--- config.mk ---
export PLATFORM = sky130hd
export DESIGN_NAME = gpu_ram_host_port
export DESIGN_NICKNAME = d
export VERILOG_FILES = /design/src/rtl/gpu_mem_pkg.sv /design/src/rtl/gpu_rd_return_pipe.sv /design/src/rtl/gpu_ram_host_port.sv
export SDC_FILE = /design/constraint.sdc
export NUM_CORES = 1
export LEC_CHECK = 0
export BUFFER_PORTS_ARGS = -buffer_cell sky130_fd_sc_hd__buf_4
export CAP_MARGIN = 40
export CORE_MARGIN = 5
export CORE_UTILIZATION = 53
export DETAILED_ROUTE_END_ITERATION = 8
export GPL_TIMING_DRIVEN = 0
export HOLD_SLACK_MARGIN = 0.08
export PLACE_DENSITY_LB_ADDON = 0.05
export SYNTH_ARGS = -nofsm -noshare
export SYNTH_HDL_FRONTEND = slang
export SYNTH_SLANG_ARGS = --single-unit
--- constraint.sdc ---
create_clock -name GPU_CLK -period 1.5 [get_ports GPU_CLK]
set_clock_uncertainty 0.1 [all_clocks]
set_input_delay 0.15 -clock GPU_CLK [delete_from_list [all_inputs] [get_ports GPU_CLK]]
set_output_delay 0.15 -clock GPU_CLK [all_outputs]
set_load 0.05 [all_outputs]
--- src/rtl/gpu_mem_pkg.sv ---
// Shared constants and FSM encoding for the GPU RAM host port.
package gpu_mem_pkg;

  localparam int ADDR_W      = 20;
  localparam int DATA_W      = 8;
  localparam int TIMEOUT_DEF = 255;

  localparam logic [DATA_W-1:0] ABORT_DATA = 8'hFF;

  typedef enum logic [1:0] {
    ST_IDLE    = 2'd0,
    ST_PEND    = 2'd1,
    ST_RD_WAIT = 2'd2
  } host_state_e;

endpackage

--- src/rtl/gpu_rd_return_pipe.sv ---
// Read-return pipeline: tracks an issued read through the RAM latency and
// captures its data (or the abort pattern) into the host-facing registers.
import gpu_mem_pkg::*;

module gpu_rd_return_pipe #(
  parameter int READ_LATENCY = 2
) (
  input  logic              GPU_CLK,
  input  logic              reset,
  input  logic              rd_launch,
  input  logic              rd_abort,
  input  logic [DATA_W-1:0] ram_rdata,
  output logic              rd_done,
  output logic              gpu_rd_rdy,
  output logic [DATA_W-1:0] gpu_rData
);

  logic [READ_LATENCY-1:0] vld_reg;

  // Stage READ_LATENCY-1 marks the cycle in which ram_rdata is valid.
  assign rd_done = vld_reg[READ_LATENCY-1];

  always_ff @(posedge GPU_CLK or negedge reset) begin
    if (!reset) begin
      vld_reg    <= '0;
      gpu_rd_rdy <= 1'b0;
      gpu_rData  <= '0;
    end else begin
      vld_reg    <= READ_LATENCY'({vld_reg, rd_launch});
      gpu_rd_rdy <= rd_done || rd_abort;
      if (rd_done) begin
        gpu_rData <= ram_rdata;
      end else if (rd_abort) begin
        gpu_rData <= ABORT_DATA;
      end
    end
  end

endmodule

--- src/rtl/gpu_ram_host_port.sv ---
// Host-side responder for the shared GPU RAM port: buffers one read and one
// write, issues them on host slots. Optional GPU_HOST_PORT_TIMEOUT_EN abandons stale requests.
import gpu_mem_pkg::*;

module gpu_ram_host_port #(
  parameter int ADDR_W       = gpu_mem_pkg::ADDR_W,
  parameter int READ_LATENCY = 2,
  parameter int TIMEOUT      = TIMEOUT_DEF
) (
  input  logic              GPU_CLK,
  input  logic              reset,
  input  logic [ADDR_W-1:0] gpu_addr,
  input  logic [DATA_W-1:0] gpu_wdata,
  input  logic              gpu_wr_ena,
  input  logic              gpu_rd_req,
  output logic              gpu_rd_rdy,
  output logic [DATA_W-1:0] gpu_rData,
  input  logic              ram_slot,
  output logic [ADDR_W-1:0] ram_addr,
  output logic [DATA_W-1:0] ram_wdata,
  output logic              ram_we,
  output logic              ram_rd_ena,
  input  logic [DATA_W-1:0] ram_rdata,
  output logic              busy,
  output logic              overrun,
  output logic              timeout
);

  if (READ_LATENCY < 1 || READ_LATENCY > 4 || TIMEOUT < 1) begin : g_param_check
    $error("gpu_ram_host_port: READ_LATENCY must be 1..4 and TIMEOUT >= 1");
  end

  host_state_e       state_reg, state_next;
  logic              wr_valid_reg, rd_valid_reg;
  logic [ADDR_W-1:0] wr_addr_reg, rd_addr_reg;
  logic [DATA_W-1:0] wr_data_reg;
  logic              wr_issue, rd_issue, wr_clear, rd_clear;
  logic              wr_abort, rd_abort, rd_abort_pulse, rd_done;

  // Write has priority; only one read may be outstanding at a time.
  assign wr_issue = ram_slot && wr_valid_reg;
  assign rd_issue = ram_slot && rd_valid_reg && !wr_valid_reg && (state_reg != ST_RD_WAIT);
  assign wr_clear = wr_issue || wr_abort;
  assign rd_clear = rd_issue || rd_abort;
  assign busy     = wr_valid_reg || rd_valid_reg || (state_reg == ST_RD_WAIT);

`ifdef GPU_HOST_PORT_TIMEOUT_EN
  localparam int CNT_W = $clog2(TIMEOUT + 1);

  logic [CNT_W-1:0] wr_cnt_reg, rd_cnt_reg;
  logic             wr_wait, rd_wait;

  // A read blocked behind an in-flight read is not waiting for a slot.
  assign wr_wait  = wr_valid_reg && !wr_issue;
  assign rd_wait  = rd_valid_reg && !rd_issue && (state_reg != ST_RD_WAIT);
  assign wr_abort = wr_wait && (wr_cnt_reg == CNT_W'(TIMEOUT - 1));
  assign rd_abort = rd_wait && (rd_cnt_reg == CNT_W'(TIMEOUT - 1));

  always_ff @(posedge GPU_CLK or negedge reset) begin
    if (!reset) begin
      wr_cnt_reg     <= '0;
      rd_cnt_reg     <= '0;
      timeout        <= 1'b0;
      rd_abort_pulse <= 1'b0;
    end else begin
      wr_cnt_reg     <= (wr_wait && !wr_abort) ? wr_cnt_reg + CNT_W'(1) : '0;
      rd_cnt_reg     <= (rd_wait && !rd_abort) ? rd_cnt_reg + CNT_W'(1) : '0;
      timeout        <= wr_abort || rd_abort;
      rd_abort_pulse <= rd_abort;
    end
  end
`else
  assign wr_abort       = 1'b0;
  assign rd_abort       = 1'b0;
  assign rd_abort_pulse = 1'b0;
  assign timeout        = 1'b0;
`endif

  always_ff @(posedge GPU_CLK or negedge reset) begin
    if (!reset) begin
      state_reg    <= ST_IDLE;
      wr_valid_reg <= 1'b0;
      wr_addr_reg  <= '0;
      wr_data_reg  <= '0;
      rd_valid_reg <= 1'b0;
      rd_addr_reg  <= '0;
      overrun      <= 1'b0;
      ram_we       <= 1'b0;
      ram_rd_ena   <= 1'b0;
      ram_addr     <= '0;
      ram_wdata    <= '0;
    end else begin
      state_reg <= state_next;

      // A strobe landing on the clearing edge reloads the buffer.
      if (gpu_wr_ena && (!wr_valid_reg || wr_clear)) begin
        wr_valid_reg <= 1'b1;
        wr_addr_reg  <= gpu_addr;
        wr_data_reg  <= gpu_wdata;
      end else if (wr_clear) begin
        wr_valid_reg <= 1'b0;
      end

      if (gpu_rd_req && (!rd_valid_reg || rd_clear)) begin
        rd_valid_reg <= 1'b1;
        rd_addr_reg  <= gpu_addr;
      end else if (rd_clear) begin
        rd_valid_reg <= 1'b0;
      end

      overrun    <= (gpu_wr_ena && wr_valid_reg && !wr_clear) ||
                    (gpu_rd_req && rd_valid_reg && !rd_clear);
      ram_we     <= wr_issue;
      ram_rd_ena <= rd_issue;
      ram_addr   <= wr_issue ? wr_addr_reg : (rd_issue ? rd_addr_reg : '0);
      ram_wdata  <= wr_issue ? wr_data_reg : '0;
    end
  end

  always_comb begin
    state_next = state_reg;
    case (state_reg)
      ST_IDLE, ST_PEND: begin
        if (rd_issue) begin
          state_next = ST_RD_WAIT;
        end else if (wr_valid_reg || rd_valid_reg) begin
          state_next = ST_PEND;
        end else begin
          state_next = ST_IDLE;
        end
      end
      ST_RD_WAIT: begin
        if (rd_done) begin
          state_next = (wr_valid_reg || rd_valid_reg) ? ST_PEND : ST_IDLE;
        end
      end
      default: state_next = ST_IDLE;
    endcase
  end

  gpu_rd_return_pipe #(
    .READ_LATENCY(READ_LATENCY)
  ) u_rd_return_pipe (
    .GPU_CLK   (GPU_CLK),
    .reset     (reset),
    .rd_launch (ram_rd_ena),
    .rd_abort  (rd_abort_pulse),
    .ram_rdata (ram_rdata),
    .rd_done   (rd_done),
    .gpu_rd_rdy(gpu_rd_rdy),
    .gpu_rData (gpu_rData)
  );

endmodule

# Word-level counts from Yosys, hierarchy flattened
# Cells that the tools add are included.
# word_totals
register_bits	94
latch_bits	0
mem_bits_rw	0
mem_bits_ro	0
input_bits	41
out_inout_bits	42
wordCells	52
memories	0
# classes
addsub	0
multipliers	0
div	0
magnitude_cmp	0
eq_ne	4
shifts	0
n_mux	11
bitwise	0
n_reduce_logical	23
# ops
operator	n
$mux W20	2
$logic_and A1 B1 Y1	10
$mux W8	1
$logic_or A1 B1 Y1	5
$mux W1	5
$logic_not A1 Y1	4
$mux W2	2
$pmux W2 S2	1
$reduce_bool A2 Y1	2
$eq A2 B1 Y1 const B	1
$eq A2 B2 Y1 const B	1
$logic_not A2 Y1	1
$ne A2 B1 Y1 const B	1
$ne A2 B2 Y1 const B	1
$reduce_or A2 Y1	1

# Longest topological paths before layout
# depth
ltp_word	6
depth_mapped	4
ltp_nobuf	3

# Modules after synthesis
# Synthesis repeated with hierarchy kept, for this count alone.
# hier_totals
hier_cells	275
area_unflattened_um2	3519.6
# modules_own_cells
module	instances	cells_each	area_per_inst_um2
gpu_ram_host_port	1	237	3121.7
gpu_rd_return_pipe	1	38	397.9

# Least setup slack after synthesis
# No wires, ideal clock.
# synth_path
path_type	reg2reg
startpoint	register wr_valid_reg
endpoint	register wr_addr_reg[0]
arrival_time_ns	1.140
path_slack_ns	0.132
path_stages_with_launch	5
path_cell_list	dfrtp_1 nand2b_1 nand2_4 buf_6 mux2_1
# synth_via
elab_chain_len	3
# synth_lines
element	line	text
start: declaration	gpu_ram_host_port.sv:34	logic wr_valid_reg, rd_valid_reg;
start signal: assignment	gpu_ram_host_port.sv:82	wr_valid_reg <= 1'b0;
start signal: assignment	gpu_ram_host_port.sv:97	wr_valid_reg <= 1'b1;
start signal: assignment	gpu_ram_host_port.sv:101	wr_valid_reg <= 1'b0;
$logic_not A1 Y1 / $logic_and A1 B1 Y1 (equally long branches)	gpu_ram_host_port.sv:96, gpu_ram_host_port.sv:41	
$logic_or A1 B1 Y1 *	gpu_ram_host_port.sv:96	if (gpu_wr_ena && (!wr_valid_reg || wr_clear)) begin
$logic_and A1 B1 Y1 *	gpu_ram_host_port.sv:96	
end signal: assignment	gpu_ram_host_port.sv:98	wr_addr_reg <= gpu_addr;
end: declaration	gpu_ram_host_port.sv:35	logic [ADDR_W-1:0] wr_addr_reg, rd_addr_reg;
# Mark *: on every way between the ends. The rest lies on a longest branch, timed or not.
# A chain may end at the register's enable or synchronous reset.

# Final worst setup path
# layout_path
startpoint	register state_reg[1]
endpoint	output port busy
# layout_via
elab_chain_len	2
# layout_lines
element	line	text
start: declaration	gpu_ram_host_port.sv:33	host_state_e state_reg, state_next;
start signal: assignment	gpu_ram_host_port.sv:93	state_reg <= state_next;
$eq A2 B2 Y1	gpu_ram_host_port.sv:45	assign busy = wr_valid_reg || rd_valid_reg || (state_reg == ST_RD_WAIT);
$logic_or A1 B1 Y1	gpu_ram_host_port.sv:45	
end: declaration	gpu_ram_host_port.sv:24	output logic busy,
# Every way passes these cells.

==> results.yml <==
cts:
  clockBufferDepth: 2
  tritoncts: "done"
  clkLatencyLatePin_ns: 0.36
  clk_pin_slew_worst_paths_ns: 0.09
  htreeDepth: 3
  cts-root-buf: "clkbuf_8"
  cts.sinks: 94
  cts_made_buffers: 9
power:
  leakagePower_nw: 2.57
  power.density_mw_per_mm2: 1080
  ir_worst_vdd_mv: 0.720
  switching_share_pct: 26.7
  p_seq_share_pct: 51.1
  comb_power_share_pct: 17.3
  power.total_w: 0.00566
  switchingPower_w: 0.00151
  pwr-share-clk_pct: 31.6
  intPower_w: 0.00415
cells_and_area:
  fin_area_mm2: 0.00522
  regArea_mm2: 0.00235
  area_growth_pct: 49.3
  final_common_cell: "buf_4"
  multi_input_area_mm2: 0.00120
  antenna-diode-count: 0
  drive_above_1_share_pct: 41.8
  n_fill_cell: 364
  final_cell_mix: "buf_4 (94), dfrtp_1 (93), nand2_1 (41), dlygate4sd3_1 (41)"
  nets: 450
synth:
  synth_cells: 257
  synth_top_area_cell: "dfrtp_1"
  synthesis.area_mm2: 0.00350
  syn_nets: 298
  synth_warnings: 0
  avgSynthCellArea_um2: 13.6
  synthDistinctLibCells: 27
  synth_top_area_share_pct: 67.3
  ys_seq_elements: 94
  synth-seq-area-share_pct: 67.3
  synth_area_leaders: "dfrtp_1 (67%), mux2_1 (6.4%), mux2_2 (5.2%), a22o_1 (5.0%), nand2_1 (4.4%)"
grt:
  grt_pass1_vias: 2660
  overflow: 0
  antenna_found_initial: 0
  grt_use_total_pct: 20.1
  grt_pass1_wl_mm: 13.3
  grt_max_degree: 64
floorplan:
  die_y_um: 91.2
  start_util_pct: 54.8
  die_area_mm2: 0.00832
  io_pins: 83
  row_count: 29
  core_area_mm2: 0.00639
  die_width_um: 91.2
detailed_routing:
  wl_mm: 8.54
  dr.pass1.iters: 4
  vias: 2642
  wl_per_cell_um: 17.4
  via_per_inst: 5.38
  drtAntennaViolNets: 0
  drt_iter0_drc: 122
  drc_errors: 0
timing:
  relSlewSlack_pct: 65.3
  fin_crit_ns: 1.69
  fmax_ghz: 0.592
  fin_ws_ns: -0.189
  tightest_slew_ns: 0.520
  fin_crit_sh_pct: 113
  hold_viol_final: 0
  whs_ns: 0.181
  grt_setup_unrepaired: "yes"
  maxSlewViolCount: 0
  finalSetupViolations: 66
place:
  io_buffer_count: 81
  placed_cell_area_mm2: 0.00423
  place_ws_ns: -0.0576
  gp_congestion: 0.762
  hpwlAfterDp_mm: 4.90
worst_setup_path:
  cp.required_ns: 1.25
  cp.arrival_ns: 1.44
  crit_path_start_kind: "flip-flop"
  crit_chain: "and2b_2 -> or3_4 -> buf_6"
  path_class: "flip-flop to output pin"
  endpoint_kind: "output pin"
  path_max_fanout: 2
  slowest_stage: "dfrtp_1"
  cpPeakStageDelay_ns: 0.39
hold_path:
  hp-class: "primary input to async pin"
outcome:
  violations: "setup timing"
  status: "complete, but fails checks"
flow_run:
  drv_cap: 0
==> worst max-delay path: cells and delay by family (launching register included) <==
family        cells  cell delay (ns)
buf+inv           1             0.16
flops             1             0.39
simple gates      2             0.54
==> final timing paths <==
path	startpoint	end	slack, ns	cells after the start
setup / recovery	state_reg[1]	busy	-0.19	3
hold / removal	reset	ram_addr[1]	0.18	2
setup reg to reg	state_reg[1]	rd_addr_reg[18]	-0.19	7
hold reg to reg	u_rd_return_pipe.vld_reg[0]	u_rd_return_pipe.vld_reg[1]	0.26	0
max in group asynchronous	reset	wr_addr_reg[18]	0.47	3
min in group GPU_CLK	ram_slot	ram_wdata[1]	0.23	3
==> per-stage QoR <==
| stage | util, % | cells | setup TNS (ns) |
|---|---|---|---|
| 4_1_cts | 77.3 | 480 | -0.379 |
| 2_1_floorplan | - | 257 | 0 |
| 6_report | 81.8 | 491 | -4.65 |
| 3_3_place_gp | 65.8 | 415 | -0.616 |
| 5_1_grt | 81.8 | 491 | -7.98 |
| 3_5_place_dp | 66.2 | 416 | -0.904 |
==> cell usage after synthesis <==
cell type,instances
nor3_2,1
o22ai_1,20
a22o_1,20
nor3b_1,1
dfrtp_1,94
a211oi_1,1
buf_6,2
mux2_1,20
buf_2,9
nand2_4,1
and2_1,1
or2_2,1
o32ai_1,1
a22oi_1,1
and3_1,8
nand2_1,41
o211ai_1,1
conb_1,1
buf_4,1
clkbuf_1,6
and2b_1,1
o21ai_0,1
o21a_1,1
or3_1,1
mux2_2,16
nor2_1,1
nand2b_1,5
==> per-layer routing <==
metal	up-vias	global-route usage [%]	part of all wire (%)
met5	-	0	0
met4	0	7.21	1.9
met3	14	5.79	5.2
met2	78	32.4	50
met1	1338	26.2	43
li1	1212	-	-
==> power groups by stage <==
stage                     Combinational (W)  Sequential [W]  Clock [W]
after CTS                          0.000925         0.00288    0.00182
after global routing                0.00105         0.00292    0.00192
after global placement             0.000801         0.00292          0
final                              0.000981         0.00289    0.00179
after floorplan                    0.000272         0.00314          0
after detailed placement           0.000828         0.00294          0
==> timing repair <==
action | 4_1_cts | 5_1_grt
cloned | 1 | 2
setup buffers | 6 | 9
hold buffers | 41 | 1
gates resized for setup | 12 | 40
hold endpoints to repair | 154 | 1
pin swaps | 1 | 8
setup endpoints to repair | 24 | 41
==> cell families after synthesis <==
group / after synthesis / synth area share [%]
flops: 94 / 67.3
mux: 36 / 11.6
buf+inv: 18 / 2.79
simple gates: 62 / 8.41
compound gates: 46 / 9.84
other cells: 1 / 0.107
==> final cells by class <==
class | instances | area share [%]
flip-flops and latches | 94 | 45.1
repair buffers | 141 | 23.3
multi-input cells | 145 | 23.0
plain buffers | 18 | 2.71
clock buffers | 9 | 2.37
well taps | 77 | 1.84
clock inverters | 7 | 1.70
No activity file was read; power rests on OpenSTA's default activity.
